File: src/rtl/lcd_pkg.sv
`default_nettype none
// ============================================================================
// Module      : lcd_pkg
// Description : HD44780 command bytes, default timing, and FSM state type
//               for the LCD write-bus arbiter.
// Revision    : 1.0 - initial release
// ============================================================================
package lcd_pkg;

    localparam logic [7:0] FUNCTION_SET = 8'h38;
    localparam logic [7:0] DISPLAY_OFF  = 8'h08;
    localparam logic [7:0] CLEAR        = 8'h01;
    localparam logic [7:0] ENTRY_MODE   = 8'h06;
    localparam logic [7:0] DISPLAY_ON   = 8'h0C;
    localparam logic [7:0] RETURN_HOME  = 8'h02;
    localparam logic [7:0] SET_LINE1    = 8'h80;
    localparam logic [7:0] SET_LINE2    = 8'hC0;

    localparam int unsigned T_SETUP_DEF = 10;
    localparam int unsigned T_EPW_DEF   = 50;
    localparam int unsigned T_HOLD_DEF  = 10;
    localparam int unsigned T_CMD_DEF   = 5_000;
    localparam int unsigned T_LONG_DEF  = 200_000;
    localparam int unsigned T_PWRUP_DEF = 2_000_000;

    localparam int CNT_W = 21;
    localparam logic [2:0] INIT_LAST = 3'd4;

    typedef enum logic [2:0] {
        ST_PWRUP      = 3'd0,
        ST_INIT_ISSUE = 3'd1,
        ST_SETUP      = 3'd2,
        ST_EHIGH      = 3'd3,
        ST_HOLD       = 3'd4,
        ST_WAIT       = 3'd5,
        ST_IDLE       = 3'd6
    } lcd_state_e;

    function automatic logic [7:0] init_byte(input logic [2:0] idx);
        logic [7:0] b;
        case (idx)
            3'd0:    b = FUNCTION_SET;
            3'd1:    b = DISPLAY_OFF;
            3'd2:    b = CLEAR;
            3'd3:    b = ENTRY_MODE;
            default: b = DISPLAY_ON;
        endcase
        return b;
    endfunction

    // Clear (0x01) and both return-home encodings need the long execution wait.
    function automatic logic is_long_wait(input logic rs, input logic [7:0] d);
        return !rs && (d == CLEAR || d == RETURN_HOME || d == 8'h03);
    endfunction

    function automatic logic [CNT_W-1:0] cnt_load(input int unsigned cycles);
        return CNT_W'(cycles - 1);
    endfunction

endpackage
`default_nettype wire

File: src/rtl/lcd_bus_arbiter_if.sv
`default_nettype none
// ============================================================================
// Module      : lcd_bus_arbiter_if
// Description : Two-requester write-request bus plus LCD pin bundle.
// Revision    : 1.0 - initial release
// ============================================================================
interface lcd_bus_arbiter_if;
    logic [1:0]  req_valid;
    logic [1:0]  req_rs;
    logic [15:0] req_data;
    logic [1:0]  req_lock;
    logic [1:0]  req_ready;
    logic        lcd_e;
    logic        lcd_rs;
    logic        lcd_rw;
    logic [7:0]  lcd_data;
    logic        init_done;
    logic        busy;

    modport master (
        output req_valid, req_rs, req_data, req_lock,
        input  req_ready, lcd_e, lcd_rs, lcd_rw, lcd_data, init_done, busy
    );

    modport slave (
        input  req_valid, req_rs, req_data, req_lock,
        output req_ready, lcd_e, lcd_rs, lcd_rw, lcd_data, init_done, busy
    );
endinterface
`default_nettype wire

File: src/rtl/lcd_bus_arbiter_rr_arb.sv
`default_nettype none
// ============================================================================
// Module      : lcd_rr_arb
// Description : Two-way round-robin arbiter with requester lock.
// Revision    : 1.0 - initial release
// ============================================================================
module lcd_rr_arb (
    input  wire logic       clk,
    input  wire logic       rst,
    input  wire logic       i_enable,
    input  wire logic       i_idle,
    input  wire logic [1:0] i_valid,
    input  wire logic [1:0] i_lock,
    output logic      [1:0] o_grant
);

    logic r_ptr;
    logic r_locked;
    logic r_owner;
    logic w_first;
    logic w_hs;
    logic w_idx;

    always_comb begin
        o_grant = 2'b00;
        w_first = ~r_ptr;
        if (i_enable) begin
            if (r_locked) begin
                o_grant[r_owner] = i_valid[r_owner];
            end else if (i_valid[w_first]) begin
                o_grant[w_first] = 1'b1;
            end else if (i_valid[r_ptr]) begin
                o_grant[r_ptr] = 1'b1;
            end
        end
    end

    assign w_hs  = |o_grant;
    assign w_idx = o_grant[1];

    always_ff @(posedge clk or posedge rst) begin
        if (rst) begin
            r_ptr    <= 1'b1;
            r_locked <= 1'b0;
            r_owner  <= 1'b0;
        end else begin
            if (w_hs) begin
                r_ptr <= w_idx;
                if (i_lock[w_idx]) begin
                    r_locked <= 1'b1;
                    r_owner  <= w_idx;
                end else if (r_locked && (r_owner == w_idx)) begin
                    r_locked <= 1'b0;
                end
            end else if (i_idle && r_locked && !i_lock[r_owner]) begin
                // Owner let go of lock without writing: release the other side.
                r_locked <= 1'b0;
            end
        end
    end

endmodule
`default_nettype wire

File: src/rtl/lcd_bus_arbiter.sv
`default_nettype none
// ============================================================================
// Module      : lcd_bus_arbiter
// Description : HD44780 write sequencer: power-up init, then arbitrated
//               single-byte writes with full E timing and execution waits.
// Revision    : 1.0 - initial release
// ============================================================================
module lcd_bus_arbiter
    import lcd_pkg::*;
#(
    parameter int unsigned T_SETUP = T_SETUP_DEF,
    parameter int unsigned T_EPW   = T_EPW_DEF,
    parameter int unsigned T_HOLD  = T_HOLD_DEF,
    parameter int unsigned T_CMD   = T_CMD_DEF,
    parameter int unsigned T_LONG  = T_LONG_DEF,
    parameter int unsigned T_PWRUP = T_PWRUP_DEF
) (
    input wire logic          clk,
    input wire logic          rst,
    lcd_bus_arbiter_if.slave  bus
);

    lcd_state_e       r_state,     w_state_nxt;
    logic [CNT_W-1:0] r_cnt,       w_cnt_nxt;
    logic [2:0]       r_init_idx,  w_init_idx_nxt;
    logic             r_init_done, w_init_done_nxt;
    logic             r_lcd_e,     w_lcd_e_nxt;
    logic             r_lcd_rs,    w_lcd_rs_nxt;
    logic [7:0]       r_lcd_data,  w_lcd_data_nxt;

    logic [1:0] w_grant;
    logic       w_idle;
    logic       w_sel;
    logic       w_cnt_zero;

    assign w_idle     = (r_state == ST_IDLE);
    assign w_sel      = w_grant[1];
    assign w_cnt_zero = (r_cnt == '0);

    lcd_rr_arb u_arb (
        .clk      (clk),
        .rst      (rst),
        .i_enable (w_idle & r_init_done),
        .i_idle   (w_idle),
        .i_valid  (bus.req_valid),
        .i_lock   (bus.req_lock),
        .o_grant  (w_grant)
    );

    always_ff @(posedge clk or posedge rst) begin
        if (rst) begin
            r_state     <= ST_PWRUP;
            r_cnt       <= cnt_load(T_PWRUP);
            r_init_idx  <= 3'd0;
            r_init_done <= 1'b0;
            r_lcd_e     <= 1'b0;
            r_lcd_rs    <= 1'b0;
            r_lcd_data  <= 8'h00;
        end else begin
            r_state     <= w_state_nxt;
            r_cnt       <= w_cnt_nxt;
            r_init_idx  <= w_init_idx_nxt;
            r_init_done <= w_init_done_nxt;
            r_lcd_e     <= w_lcd_e_nxt;
            r_lcd_rs    <= w_lcd_rs_nxt;
            r_lcd_data  <= w_lcd_data_nxt;
        end
    end

    always_comb begin
        w_state_nxt     = r_state;
        w_cnt_nxt       = w_cnt_zero ? r_cnt : r_cnt - CNT_W'(1);
        w_init_idx_nxt  = r_init_idx;
        w_init_done_nxt = r_init_done;
        w_lcd_e_nxt     = r_lcd_e;
        w_lcd_rs_nxt    = r_lcd_rs;
        w_lcd_data_nxt  = r_lcd_data;

        unique case (r_state)
            ST_PWRUP: begin
                if (w_cnt_zero) begin
                    w_state_nxt    = ST_INIT_ISSUE;
                    w_init_idx_nxt = 3'd0;
                end
            end
            ST_INIT_ISSUE: begin
                w_lcd_rs_nxt   = 1'b0;
                w_lcd_data_nxt = init_byte(r_init_idx);
                w_state_nxt    = ST_SETUP;
                w_cnt_nxt      = cnt_load(T_SETUP);
            end
            ST_SETUP: begin
                if (w_cnt_zero) begin
                    w_state_nxt = ST_EHIGH;
                    w_lcd_e_nxt = 1'b1;
                    w_cnt_nxt   = cnt_load(T_EPW);
                end
            end
            ST_EHIGH: begin
                if (w_cnt_zero) begin
                    w_state_nxt = ST_HOLD;
                    w_lcd_e_nxt = 1'b0;
                    w_cnt_nxt   = cnt_load(T_HOLD);
                end
            end
            ST_HOLD: begin
                if (w_cnt_zero) begin
                    w_state_nxt = ST_WAIT;
                    w_cnt_nxt   = is_long_wait(r_lcd_rs, r_lcd_data) ? cnt_load(T_LONG)
                                                                       : cnt_load(T_CMD);
                end
            end
            ST_WAIT: begin
                if (w_cnt_zero) begin
                    if (!r_init_done && (r_init_idx != INIT_LAST)) begin
                        w_init_idx_nxt = r_init_idx + 3'd1;
                        w_state_nxt    = ST_INIT_ISSUE;
                    end else begin
                        w_init_done_nxt = 1'b1;
                        w_state_nxt     = ST_IDLE;
                    end
                end
            end
            ST_IDLE: begin
                if (|w_grant) begin
                    w_lcd_rs_nxt   = bus.req_rs[w_sel];
                    w_lcd_data_nxt = w_sel ? bus.req_data[15:8] : bus.req_data[7:0];
                    w_state_nxt    = ST_SETUP;
                    w_cnt_nxt      = cnt_load(T_SETUP);
                end
            end
            default: begin
                w_state_nxt = ST_PWRUP;
                w_cnt_nxt   = cnt_load(T_PWRUP);
            end
        endcase
    end

    assign bus.req_ready = w_grant;
    assign bus.lcd_e     = r_lcd_e;
    assign bus.lcd_rs    = r_lcd_rs;
    assign bus.lcd_rw    = 1'b0;
    assign bus.lcd_data  = r_lcd_data;
    assign bus.init_done = r_init_done;
    assign bus.busy      = ~w_idle;

endmodule
`default_nettype wire

File: src/flat_wrapper.sv
// flat-port wrapper written by rule: the top's interface ports become plain ports
module lcd_bus_arbiter_flat import lcd_pkg::*;
#(
    parameter int unsigned T_SETUP = T_SETUP_DEF,
    parameter int unsigned T_EPW   = T_EPW_DEF,
    parameter int unsigned T_HOLD  = T_HOLD_DEF,
    parameter int unsigned T_CMD   = T_CMD_DEF,
    parameter int unsigned T_LONG  = T_LONG_DEF,
    parameter int unsigned T_PWRUP = T_PWRUP_DEF
)
  (clk, rst, bus_req_valid, bus_req_rs, bus_req_data, bus_req_lock, bus_req_ready, bus_lcd_e, bus_lcd_rs, bus_lcd_rw, bus_lcd_data, bus_init_done, bus_busy);
  lcd_bus_arbiter_if bus_i ();
  input wire logic clk;
  input wire logic rst;
  input wire logic [$bits(bus_i.req_valid)-1:0] bus_req_valid;
  input wire logic [$bits(bus_i.req_rs)-1:0] bus_req_rs;
  input wire logic [$bits(bus_i.req_data)-1:0] bus_req_data;
  input wire logic [$bits(bus_i.req_lock)-1:0] bus_req_lock;
  output wire logic [$bits(bus_i.req_ready)-1:0] bus_req_ready;
  output wire logic [$bits(bus_i.lcd_e)-1:0] bus_lcd_e;
  output wire logic [$bits(bus_i.lcd_rs)-1:0] bus_lcd_rs;
  output wire logic [$bits(bus_i.lcd_rw)-1:0] bus_lcd_rw;
  output wire logic [$bits(bus_i.lcd_data)-1:0] bus_lcd_data;
  output wire logic [$bits(bus_i.init_done)-1:0] bus_init_done;
  output wire logic [$bits(bus_i.busy)-1:0] bus_busy;
  assign bus_i.req_valid = bus_req_valid;
  assign bus_i.req_rs = bus_req_rs;
  assign bus_i.req_data = bus_req_data;
  assign bus_i.req_lock = bus_req_lock;
  assign bus_req_ready = bus_i.req_ready;
  assign bus_lcd_e = bus_i.lcd_e;
  assign bus_lcd_rs = bus_i.lcd_rs;
  assign bus_lcd_rw = bus_i.lcd_rw;
  assign bus_lcd_data = bus_i.lcd_data;
  assign bus_init_done = bus_i.init_done;
  assign bus_busy = bus_i.busy;
  lcd_bus_arbiter #(.T_SETUP(T_SETUP), .T_EPW(T_EPW), .T_HOLD(T_HOLD), .T_CMD(T_CMD), .T_LONG(T_LONG), .T_PWRUP(T_PWRUP)) u_core (.clk(clk), .rst(rst), .bus(bus_i));
endmodule
File: config.mk
export PLATFORM = sky130hd
export DESIGN_NAME = lcd_bus_arbiter_flat
export DESIGN_NICKNAME = d
export VERILOG_FILES = /design/src/rtl/lcd_pkg.sv /design/src/rtl/lcd_bus_arbiter_if.sv /design/src/rtl/lcd_bus_arbiter_rr_arb.sv /design/src/rtl/lcd_bus_arbiter.sv /design/src/flat_wrapper.sv
export SDC_FILE = /design/constraint.sdc
export NUM_CORES = 1
export LEC_CHECK = 0
export ABC_AREA = 0
export BUFFER_PORTS_ARGS = -buffer_cell sky130_fd_sc_hd__buf_4
export CAP_MARGIN = 20
export CELL_PAD_IN_SITES_DETAIL_PLACEMENT = 0
export CELL_PAD_IN_SITES_GLOBAL_PLACEMENT = 1
export CORE_MARGIN = 3
export CORE_UTILIZATION = 44
export CTS_CLUSTER_DIAMETER = 50
export DETAILED_ROUTE_END_ITERATION = 16
export HOLD_SLACK_MARGIN = 0.05
export PLACE_DENSITY = 0.78
export RECOVER_POWER = 100
export REMOVE_ABC_BUFFERS = 1
export SYNTH_ARGS = -nofsm -noshare
export SYNTH_HDL_FRONTEND = slang
export SYNTH_SLANG_ARGS = --single-unit
File: constraint.sdc
create_clock -name clk -period 2.9 [get_ports clk]
set_input_delay 0.145 -clock clk [delete_from_list [all_inputs] [get_ports clk]]
set_output_delay 0.145 -clock clk [all_outputs]
set_load 0.03 [all_outputs]
==> results <==
- The flow ran to the end, and the final reports show no timing, DRC or antenna violations.
- The half-perimeter wire length after placement is 5.63 mm.
- The share of the yosys chip area belonging to registers is 0.373.
- Across all layers, the routed design uses 2598 vias.
- For the pin with the worst max-slew slack, the measured transition is 1.06 ns.
- The top cell type's share of synthesized area is 0.242.
- The synthesized area per cell is 8.94 um2.
- After the first detailed-routing iteration, the DRC count stood at 191.
- The clock latency of the later-clocked register in the worst-skew pair is 0.30 ns.
- The number of buffers inserted during clock tree synthesis is 5.
- The floorplan die area is 0.00735 mm2.
- The first detailed-routing pass ran for 5 iterations.
- The via count of the first global-routing pass is 2476.
- The library cell used as clock root buffer is clkbuf_8.
- The critical path goes through inv_1 -> ha_1 -> or3b_2 -> nor4_4 -> and2_4 -> o211ai_1 -> mux2_1.
- In the layout the commonest cells are nand2_1 (34), buf_4 (33), dfrtp_1 (27), nor2_1 (24), o21ai_0 (21).
- Ranked by total cell area, the synthesized netlist is headed by dfrtp_1 (24%), dfstp_2 (13%), nand2_1 (4.4%).
- In the synthesized netlist the dominant register cell turns out to be dfrtp_1.
- Setup repair after global routing left no endpoint under its margin.
- The slowest cell on the critical path is or3b_2.
- The effective utilization at floorplan is 0.464.
- The first-pass GRT wire length is 12.8 mm.
- Synthesis inferred 41 register bits.
- The pin count of the biggest net entering global routing is 42.
- The final routed DRC violation total is 0.
- The library cell used most frequently in the layout, excluding fill and tap cells, is nand2_1.
- The synthesized design contains 0 enable-type register cells.
- The worst setup path is of the reg2reg kind.
- The repair_antennas step left the layout with diodes totalling 0.
- Once placement finished, the instance area stood at 0.00319 mm2.
- The synthesized netlist occupies a cell area of 0.00280 mm2.
- For the worst setup path, the data required time is 3.08 ns.
- Across every metal layer, demand over resource in global routing totals 0.220.
- The count of cells resized by post-cts repair is 0.
- The total power density per cell area is 323 mW/mm2.
- For this block, the routed nets add up to 7.67 mm of wire.
- The final count of pins violating max slew is 0.
- The region available for standard cell placement spans 0.00603 mm2.
- The CTS sink count is 41.
- During synthesis, Yosys emitted a total of 0 warnings.
- The number of antenna violations at the first check in global routing is 0.
- The clock tree synthesis step divided the H-tree into 2 levels.
- The relative max-transition margin is 0.294.
- Of the cells placed in the final design, the portion with a size suffix greater than 1 is 0.221.
- The worst voltage drop across the vdd grid is 0.000137 V.
- On the worst path, the slowest cell contributes a delay of 0.50 ns.
- TritonCTS built the clock tree.
- The total of endpoints with negative setup slack in the final report is 0.
- The final hold violation count is 0.
- The tightest min-delay check is of the in2reg type.
- Static timing analysis puts the maximum clock frequency at 389 MHz.
- The number of I/O port buffers is 37.
- The post-detailed-route via-to-cell ratio is 6.00.
- The floorplan has 28 rows.
- Data on the critical path arrives at its endpoint at 2.76 ns.
- The maximum count of clock buffers along a single path is 2.
- The aggregate negative setup slack is 0 ns.
- After clock tree synthesis, the clock-pin slew on the worst setup and hold paths is 0.08 ns.
- The proportion of synthesized flip-flops having asynchronous set or reset is 1.00.
- The detailed-route wire length per cell is 17.7 um.
- The weighted congestion at the end of routability-driven global placement is 0.881.
- The leakage power of the design is 0.00124 uW.
- The number of top-level pins is 39.
- Synthesis produced 313 cells.
- The remaining antenna violation count is 0.
- The type of origin of the critical path is a register.
- The area added between synthesis and finish is 14.7%.
- The worst register-to-register path has a setup slack of 0.33 ns.
- After routing the design area is 0.00321 mm2.
- The maximum clock skew at final layout is 0.00798 ns.
- Yosys mapped the design onto 69 distinct sky130hd cell types.
- The post-synthesis cell type with the largest combined area is dfrtp_1.
- Dividing the final minimum period by the clock period gives 0.887.
- STA classifies the critical path endpoint as a register.
- The die is 85.7 um tall.
- The number of nets at the end of the flow is 388.
- Max-cap violations in this run came to 0.
- From left edge to right edge, the die measures 85.7 um.
- Global routing finished with a remaining overflow of 0.
- Of all nets on the critical path, the largest fanout is 13.
- The shortest clock period the worst path allows after layout is 2.57 ns.
==> power by group <==
group          leakage [uW]  internal, uW  switching, uW  total [uW]
registers          0.000472           572              0         572
clock network     0.0000542           215            206         421
logic              0.000717          24.1           19.9        44.0
==> sequential cells by signal, indices dropped and copies added (netlist names) <==
name,cells
u_core.r_cnt,21
u_core.bus.lcd_data,8
u_core.r_init_idx,3
u_core.r_state,3
u_core.bus.init_done,1
u_core.bus.lcd_e,1
u_core.bus.lcd_rs,1
u_core.u_arb.r_locked,1
u_core.u_arb.r_owner,1
u_core.u_arb.r_ptr,1
==> kinds of logic (layout without fill, tap and decap cells) <==
logic type	count (synthesis)	in the layout	synth area share
multiplexers	15	15	0.0572
other	1	1	0.00134
buffers and inverters	27	72	0.0470
adder cells (fa/ha/maj)	7	7	0.0313
XOR/XNOR	12	12	0.0376
flip-flops	41	41	0.373
AND/OR/NAND/NOR	120	120	0.227
AO/OA/AOI/OAI	90	90	0.225
==> worst paths after layout <==
check	from	end	cells past startpoint
min in group asynchronous	rst	u_core.r_cnt[16]$_DFF_PP0_	4
hold / removal	bus_req_lock[1]	u_core.u_arb.r_owner$_DFFE_PP0P_	3
setup / recovery	u_core.r_cnt[1]$_DFF_PP1_	u_core.r_init_idx[2]$_DFFE_PP0P_	7
setup reg to reg	u_core.r_cnt[1]$_DFF_PP1_	u_core.r_init_idx[2]$_DFFE_PP0P_	7
hold reg to reg	u_core.u_arb.r_ptr$_DFFE_PP1N_	u_core.u_arb.r_ptr$_DFFE_PP1N_	2
max in group asynchronous	rst	u_core.r_cnt[7]$_DFF_PP0_	4
==> cell type report <==
type,count,area (um2)
well taps,75,93.8
multi-input cells,245,1600
inverters,12,45.0
clock buffers,7,96.3
flip-flops and latches,41,1040
repair buffers,52,330
clock inverters,1,5.00
fillers,601,2820
==> Yosys cell counts (2+ instances only) <==
master / number
buf_6: 3
mux2_1: 2
o31ai_1: 4
nor4_4: 2
mux2_2: 6
a211oi_1: 4
nor2_2: 2
nand3_1: 19
a31oi_1: 8
o22ai_1: 3
nand4_1: 5
inv_1: 11
dfrtp_1: 27
nor2_1: 24
clkbuf_1: 8
o211ai_1: 6
nor3_1: 9
or4_1: 3
nand2_1: 33
or3b_2: 2
a21oi_1: 17
mux2i_1: 7
buf_2: 3
nor4_1: 4
ha_1: 7
a2111oi_2: 2
o21ai_0: 14
nand2b_1: 3
xnor2_1: 11
dfstp_2: 14
or3_1: 2
o21ai_1: 8
o2111ai_1: 3
a22oi_1: 2
==> stage by stage <==
stage	power [uW]	setup WS [ns]	hold slack, ns	cells	util
finish	1040	0.327	0.0752	433	0.533
detailed placement	627	0.440	0.320	424	0.529
floorplan	598	0.245	0.269	298	-
global route	1070	0.0824	0.101	433	0.533
CTS	1050	0.386	0.0727	433	0.548
global placement	627	0.433	0.320	424	0.529
==> metal layers <==
| layer | track usage | part of all wire | vias to the layer above |
|---|---|---|---|
| li1 | - | - | 1246 |
| met1 | 0.333 | 0.48 | 1257 |
| met2 | 0.328 | 0.44 | 88 |
| met3 | 0.0365 | 0.062 | 7 |
| met4 | 0.0489 | 0.0085 | 0 |
| met5 | 0 | 0 | - |
==> what timing repair did <==
item                                    CTS  global route
buffers inserted                          0             0
endpoints found under the setup margin    0             0
endpoints found under the hold margin    27             0
hold buffers                              1             0
==> critical path: cells and delay by family (launching register included) <==
kind,cells,cell delay (ns)
multiplexers,1,0.36
adder cells (fa/ha/maj),1,0.13
AND/OR/NAND/NOR,3,1.31
flip-flops,1,0.39
buffers and inverters,1,0.07
AO/OA/AOI/OAI,1,0.20
No activity file was read; power rests on OpenSTA's default activity.
